`src/rtl/fifo_wr_rr_arbiter.sv`:
```
// fifo_wr_rr_arbiter: round-robin arbiter sharing one synchronous FIFO write port
// among NUM_REQ producers, with the FIFO full flag as back-pressure.
// Optional burst-lock mode is enabled by defining the macro ARB_BURST_EN; the
// default build is plain per-beat round robin.
module fifo_wr_rr_arbiter #(
  parameter int NUM_REQ    = 4,
  parameter int DATA_WIDTH = 8,
  parameter int IDX_WIDTH  = 2,
  parameter int BURST_LEN  = 4
) (
  input  logic                          clk,
  input  logic                          rst,
  input  logic [NUM_REQ-1:0]            req,
  input  logic [NUM_REQ*DATA_WIDTH-1:0] req_data,
  output logic [NUM_REQ-1:0]            gnt,
  input  logic                          fifo_full,
  output logic                          fifo_w_en,
  output logic [DATA_WIDTH-1:0]         fifo_wdata,
  output logic [IDX_WIDTH-1:0]          last_id,
  output logic                          locked
);

  localparam int unsigned CNT_WIDTH = 8;

  // Reject parameter sets the index/beat logic cannot represent
  if (NUM_REQ < 2 || NUM_REQ > 16 || IDX_WIDTH < 1 || (1 << IDX_WIDTH) < NUM_REQ ||
      BURST_LEN < 1 || BURST_LEN > 255) begin : g_bad_param
    $error("fifo_wr_rr_arbiter: illegal parameter set");
  end

  logic [IDX_WIDTH-1:0] rr_ptr;
  logic [IDX_WIDTH-1:0] win_idx;
  logic                 win_vld;
  int                   scan_idx;

  // Successor index with an explicit wrap at NUM_REQ-1 (NUM_REQ need not be 2^n)
  function automatic logic [IDX_WIDTH-1:0] next_idx(input logic [IDX_WIDTH-1:0] w);
    return (w == IDX_WIDTH'(NUM_REQ - 1)) ? '0 : IDX_WIDTH'(w + IDX_WIDTH'(1));
  endfunction

`ifdef ARB_BURST_EN
  typedef enum logic {IDLE, LOCK} state_t;

  state_t               state;
  logic [IDX_WIDTH-1:0] owner;
  logic [CNT_WIDTH-1:0] beat_cnt;
`endif

  // Round-robin scan: first requester at or after rr_ptr, modulo NUM_REQ
  always_comb begin
    win_vld  = 1'b0;
    win_idx  = '0;
    scan_idx = 0;
    for (int k = 0; k < NUM_REQ; k++) begin
      scan_idx = int'(rr_ptr) + k;
      if (scan_idx >= NUM_REQ) scan_idx = scan_idx - NUM_REQ;
      if (!win_vld && req[IDX_WIDTH'(scan_idx)]) begin
        win_vld = 1'b1;
        win_idx = IDX_WIDTH'(scan_idx);
      end
    end
  end

  // Combinational grant: nothing during reset or while the FIFO is full
  always_comb begin
    gnt = '0;
    if (!rst && !fifo_full) begin
`ifdef ARB_BURST_EN
      if (state == LOCK) begin
        if (req[owner]) gnt[owner] = 1'b1;
      end else if (win_vld) begin
        gnt[win_idx] = 1'b1;
      end
`else
      if (win_vld) gnt[win_idx] = 1'b1;
`endif
    end
  end

  // Write-data mux: OR of the (at most one) granted producer's word
  always_comb begin
    fifo_wdata = '0;
    for (int i = 0; i < NUM_REQ; i++) begin
      if (gnt[i]) fifo_wdata = fifo_wdata | req_data[i*DATA_WIDTH +: DATA_WIDTH];
    end
  end

  assign fifo_w_en = |gnt;

`ifdef ARB_BURST_EN
  // Pointer/lock state; everything freezes while the FIFO is full
  always_ff @(posedge clk or posedge rst) begin
    if (rst) begin
      rr_ptr   <= '0;
      last_id  <= '0;
      state    <= IDLE;
      owner    <= '0;
      beat_cnt <= '0;
      locked   <= 1'b0;
    end else if (!fifo_full) begin
      case (state)
        IDLE: begin
          if (win_vld) begin
            last_id <= win_idx;
            rr_ptr  <= next_idx(win_idx);
            if (BURST_LEN > 1) begin
              state    <= LOCK;
              owner    <= win_idx;
              beat_cnt <= CNT_WIDTH'(1);
              locked   <= 1'b1;
            end
          end
        end
        LOCK: begin
          if (!req[owner]) begin
            state    <= IDLE;
            locked   <= 1'b0;
            beat_cnt <= '0;
            rr_ptr   <= next_idx(owner);
          end else begin
            last_id <= owner;
            if (beat_cnt >= CNT_WIDTH'(BURST_LEN - 1)) begin
              state    <= IDLE;
              locked   <= 1'b0;
              beat_cnt <= '0;
              rr_ptr   <= next_idx(owner);
            end else begin
              beat_cnt <= beat_cnt + CNT_WIDTH'(1);
            end
          end
        end
        default: begin
          state  <= IDLE;
          locked <= 1'b0;
        end
      endcase
    end
  end
`else
  // Per-beat pointer advance and last-winner capture on every grant
  always_ff @(posedge clk or posedge rst) begin
    if (rst) begin
      rr_ptr  <= '0;
      last_id <= '0;
    end else if (!fifo_full && win_vld) begin
      rr_ptr  <= next_idx(win_idx);
      last_id <= win_idx;
    end
  end

  assign locked = 1'b0;
`endif

endmodule

```
`config.mk`:
```
export PLATFORM = sky130hd
export DESIGN_NAME = fifo_wr_rr_arbiter
export DESIGN_NICKNAME = d
export VERILOG_FILES = /design/src/rtl/fifo_wr_rr_arbiter.sv
export SDC_FILE = /design/constraint.sdc
export NUM_CORES = 1
export LEC_CHECK = 0
export BUFFER_PORTS_ARGS = -buffer_cell sky130_fd_sc_hd__buf_4
export CORE_ASPECT_RATIO = 0.8
export CORE_UTILIZATION = 36
export CTS_CLUSTER_DIAMETER = 120
export DETAILED_ROUTE_END_ITERATION = 8
export GPL_TIMING_DRIVEN = 0
export MAX_ROUTING_LAYER = met4
export PLACE_DENSITY = 0.87
export SKIP_LAST_GASP = 1
export SLEW_MARGIN = 20
export SYNTH_ARGS = -nofsm -noshare
export SYNTH_HDL_FRONTEND = slang
export SYNTH_SLANG_ARGS = --single-unit
```
`constraint.sdc`:
```
create_clock -name clk -period 2.7 [get_ports clk]
set_input_delay 0.54 -clock clk [delete_from_list [all_inputs] [get_ports clk]]
set_output_delay 0.54 -clock clk [all_outputs]
set_load 0.02 [all_outputs]
```
==> impl_metrics.py <==
metrics = {
    "floorplan": {
        "core-area_um2": 1486,
        "fp.dieW_um": 47.95,
        "die-height_um": 38.76,
        "io_pins": 55,
        "initial_util": 0.4091,
        "die_area_um2": 1859,
        "row_count": 12,
    },
    "sta": {
        "setup_viol": 0,
        "finalWorstPathRequiredPeriod_ps": 2696,
        "hold_viol": 0,
        "timing.hold.ws_ps": 216.3,
        "fin_skew_ps": 3.480,
        "timing_max_transition_violations_final": 0,
        "fmax_ghz": 0.3710,
        "min_period_over_period": 0.9984,
    },
    "final_layout": {
        "layout_commonest_cell": "sky130_fd_sc_hd__buf_4",
        "layout.cell_area.non_filler_um2": 1219,
        "final_stage_net_count": 175,
        "finalCoreUtilization": 0.8199,
        "diodes": 0,
        "most-common-layout-cells": "sky130_fd_sc_hd__buf_4, sky130_fd_sc_hd__a22oi_1, sky130_fd_sc_hd__a21oi_2",
        "drive_gt1_frac": 0.7077,
        "synthToLayoutAreaGrowth_pct": 100.4,
    },
    "placement": {
        "finalWeightedCongestion": 0.8366,
        "detailed_place_hpwl_um": 1653,
        "postPlaceCellArea_um2": 1025,
        "io_buffer_count": 52,
    },
    "worst_setup_path": {
        "worstSetupEndpoint": "fifo_wdata[3]",
        "regToRegEndpoint": "rr_ptr[1]$_DFFE_PP0P_",
        "critical_path_depth": 9,
        "path_max_fanout": 5,
        "rr_worst_depth": 5,
        "critPathCaptureType": "primary output",
        "critPathLaunch": "req[0]",
        "critical_path.max_stage_delay_ps": 400,
        "path_cells": "buf_4 -> nand2_1 -> a311oi_2 -> nor2_1 -> ha_4 -> clkbuf_2 -> a22oi_1 -> a21oi_2 -> buf_4",
        "arrival_ps": 2160,
        "worst-r2r-setup-slack_ps": 970,
        "crit_slowest_cell": "sky130_fd_sc_hd__a311oi_2",
        "required_ps": 2160,
        "worstSetupPathType": "in -> out",
        "rr_startpoint": "rr_ptr[1]$_DFFE_PP0P_",
        "critPathTopFamily": "compound AO/OA/AOI/OAI gates",
        "cp_common_cell": "sky130_fd_sc_hd__buf_4",
        "buffer_and_inverter_count_on_the_worst_path": 3,
        "critPathLaunchType": "primary input",
    },
    "routing": {
        "drt-initial-drc-count": 17,
        "detail_route.wirelength_um": 2523,
        "ant_nets": 0,
        "detail_route.vias_per_cell": 5.371,
        "drt_pass1_iterations": 4,
        "drcViolationCount": 0,
        "vias": 811,
        "wl_per_cell_um": 16.71,
    },
    "cts": {
        "clk_pin_slew_worst_paths_ps": 40,
        "ctsRootBufferMaster": "sky130_fd_sc_hd__clkbuf_4",
        "hold_buffers": 0,
        "worst_skew_pair.late_latency_ps": 230,
        "htree_levels": 1,
        "clockBufferDepth": 2,
        "cts_tree": "done",
        "cts_made_buffers": 3,
        "cts.sink_count": 4,
    },
    "synthesis": {
        "asyncSetResetFlopFracSynth": 1.000,
        "netlist_instances": 73,
        "synth-edff-count": 0,
        "top_flip_flop_cell_by_instance_count_after_synthesis": "sky130_fd_sc_hd__dfrtp_1",
        "synthesis.area_per_instance_um2": 8.330,
        "synth.cell_area_um2": 608.1,
        "post_synthesis_sequential_element_count": 4,
        "ys_seq_area_frac": 0.1646,
        "synth.net_count": 116,
        "synth-warning-count": 0,
        "synth_cell_type_count": 29,
    },
    "hold_path": {
        "hp-class": "in -> async",
    },
    "power": {
        "power_leakage_nw": 0.5333,
        "power.density_cell_area_nw_per_um2": 667.2,
        "ir_worst_vdd_uv": 652.0,
    },
    "global_route": {
        "overflow": 0,
        "globalRouteTotalUtil": 0.2414,
        "grt_antenna_before_repair": 0,
        "grt_first_pass_wirelength_um": 3049,
        "grt_max_degree": 11,
        "first_global_vias": 689,
    },
    "run": {
        "cap_viol_max_count": 0,
    },
    "outcome": {
        "outcome": "complete, no violations",
    },
}
layer usage:
metal	global-route usage	wire (um)
met5	-	0
met3	0.03271	108
met4	0.1042	52
met2	0.3818	1392
met1	0.3047	969
cell families (layout without fill, tap and decap cells):
kind of cell,Yosys count,in the layout,synth area share
buffers and inverters,9,66,0.07409
flip-flops,4,4,0.1646
multiplexers,1,1,0.02468
AO/OA/AOI/OAI,34,34,0.4321
other,1,1,0.006167
AND/OR/NAND/NOR,20,20,0.2161
adder cells (fa/ha/maj),4,4,0.08231
how the worst min path moves through the flow:
| stage | start | to | slack, ps |
|---|---|---|---|
| 2_1_floorplan | rst | last_id[0]$_DFFE_PP0P_ | 310 |
| 3_3_place_gp | rst | rr_ptr[1]$_DFFE_PP0P_ | 460 |
| 3_5_place_dp | rst | rr_ptr[0]$_DFFE_PP0P_ | 460 |
| 4_1_cts | rst | rr_ptr[0]$_DFFE_PP0P_ | 210 |
| 5_1_grt | rst | rr_ptr[0]$_DFFE_PP0P_ | 210 |
| 6_report | rst | rr_ptr[0]$_DFFE_PP0P_ | 220 |
power by group:
| group | internal, mW | total (mW) | switching [mW] |
|---|---|---|---|
| clock network | 0.0495 | 0.0715 | 0.0220 |
| logic | 0.312 | 0.631 | 0.319 |
| registers | 0.0837 | 0.110 | 0.0267 |
| total | 0.445 | 0.813 | 0.368 |
flip-flops by register name, summed over array words and instances, names as in the netlist:
signal   flops
rr_ptr       2
last_id      2
layout make-up:
class	instances	area, um2
Buffer	3	22.52
Clock buffer	3	22.52
Fill cell	82	267.8
Inverter	2	7.507
Multi-Input combinational cell	60	586.8
Sequential cell	4	101.3
Tap cell	21	26.28
Timing Repair Buffer	58	451.7
synth_stat cells, types with 2 or more instances:
cell type | n | area, um2
sky130_fd_sc_hd__a21oi_1 | 2 | 10.01
sky130_fd_sc_hd__a21oi_2 | 8 | 70.07
sky130_fd_sc_hd__a22oi_1 | 16 | 120.1
sky130_fd_sc_hd__and2_1 | 4 | 25.02
sky130_fd_sc_hd__buf_1 | 5 | 18.77
sky130_fd_sc_hd__dfrtp_1 | 4 | 100.1
sky130_fd_sc_hd__ha_1 | 4 | 50.05
sky130_fd_sc_hd__inv_1 | 2 | 7.510
sky130_fd_sc_hd__nor2_1 | 2 | 7.510
sky130_fd_sc_hd__nor2_2 | 2 | 12.51
sky130_fd_sc_hd__nor2b_1 | 2 | 12.51
sky130_fd_sc_hd__nor3_1 | 2 | 10.01
sky130_fd_sc_hd__o21ai_0 | 2 | 10.01
sky130_fd_sc_hd__o41ai_1 | 2 | 17.52
sky130_fd_sc_hd__or3_1 | 2 | 12.51
repair_timing:
item,CTS,global route
pin swaps,0,9
gates resized for setup,9,22
buffers inserted,0,6
endpoints found under the setup margin,13,9
metrics by stage:
step | setup WS [ps] | TNS, ps | instances | power (mW)
after floorplan | 128.3 | 0 | 73 | 0.3851
after global placement | -220.0 | -1632 | 146 | 0.5261
after detailed placement | -261.6 | -2049 | 146 | 0.5418
after CTS | 2.837 | 0 | 145 | 0.6660
after global routing | -105.4 | -490.8 | 151 | 0.8631
final | 4.419 | 0 | 151 | 0.8130
Power figures use the tool's default switching activity.
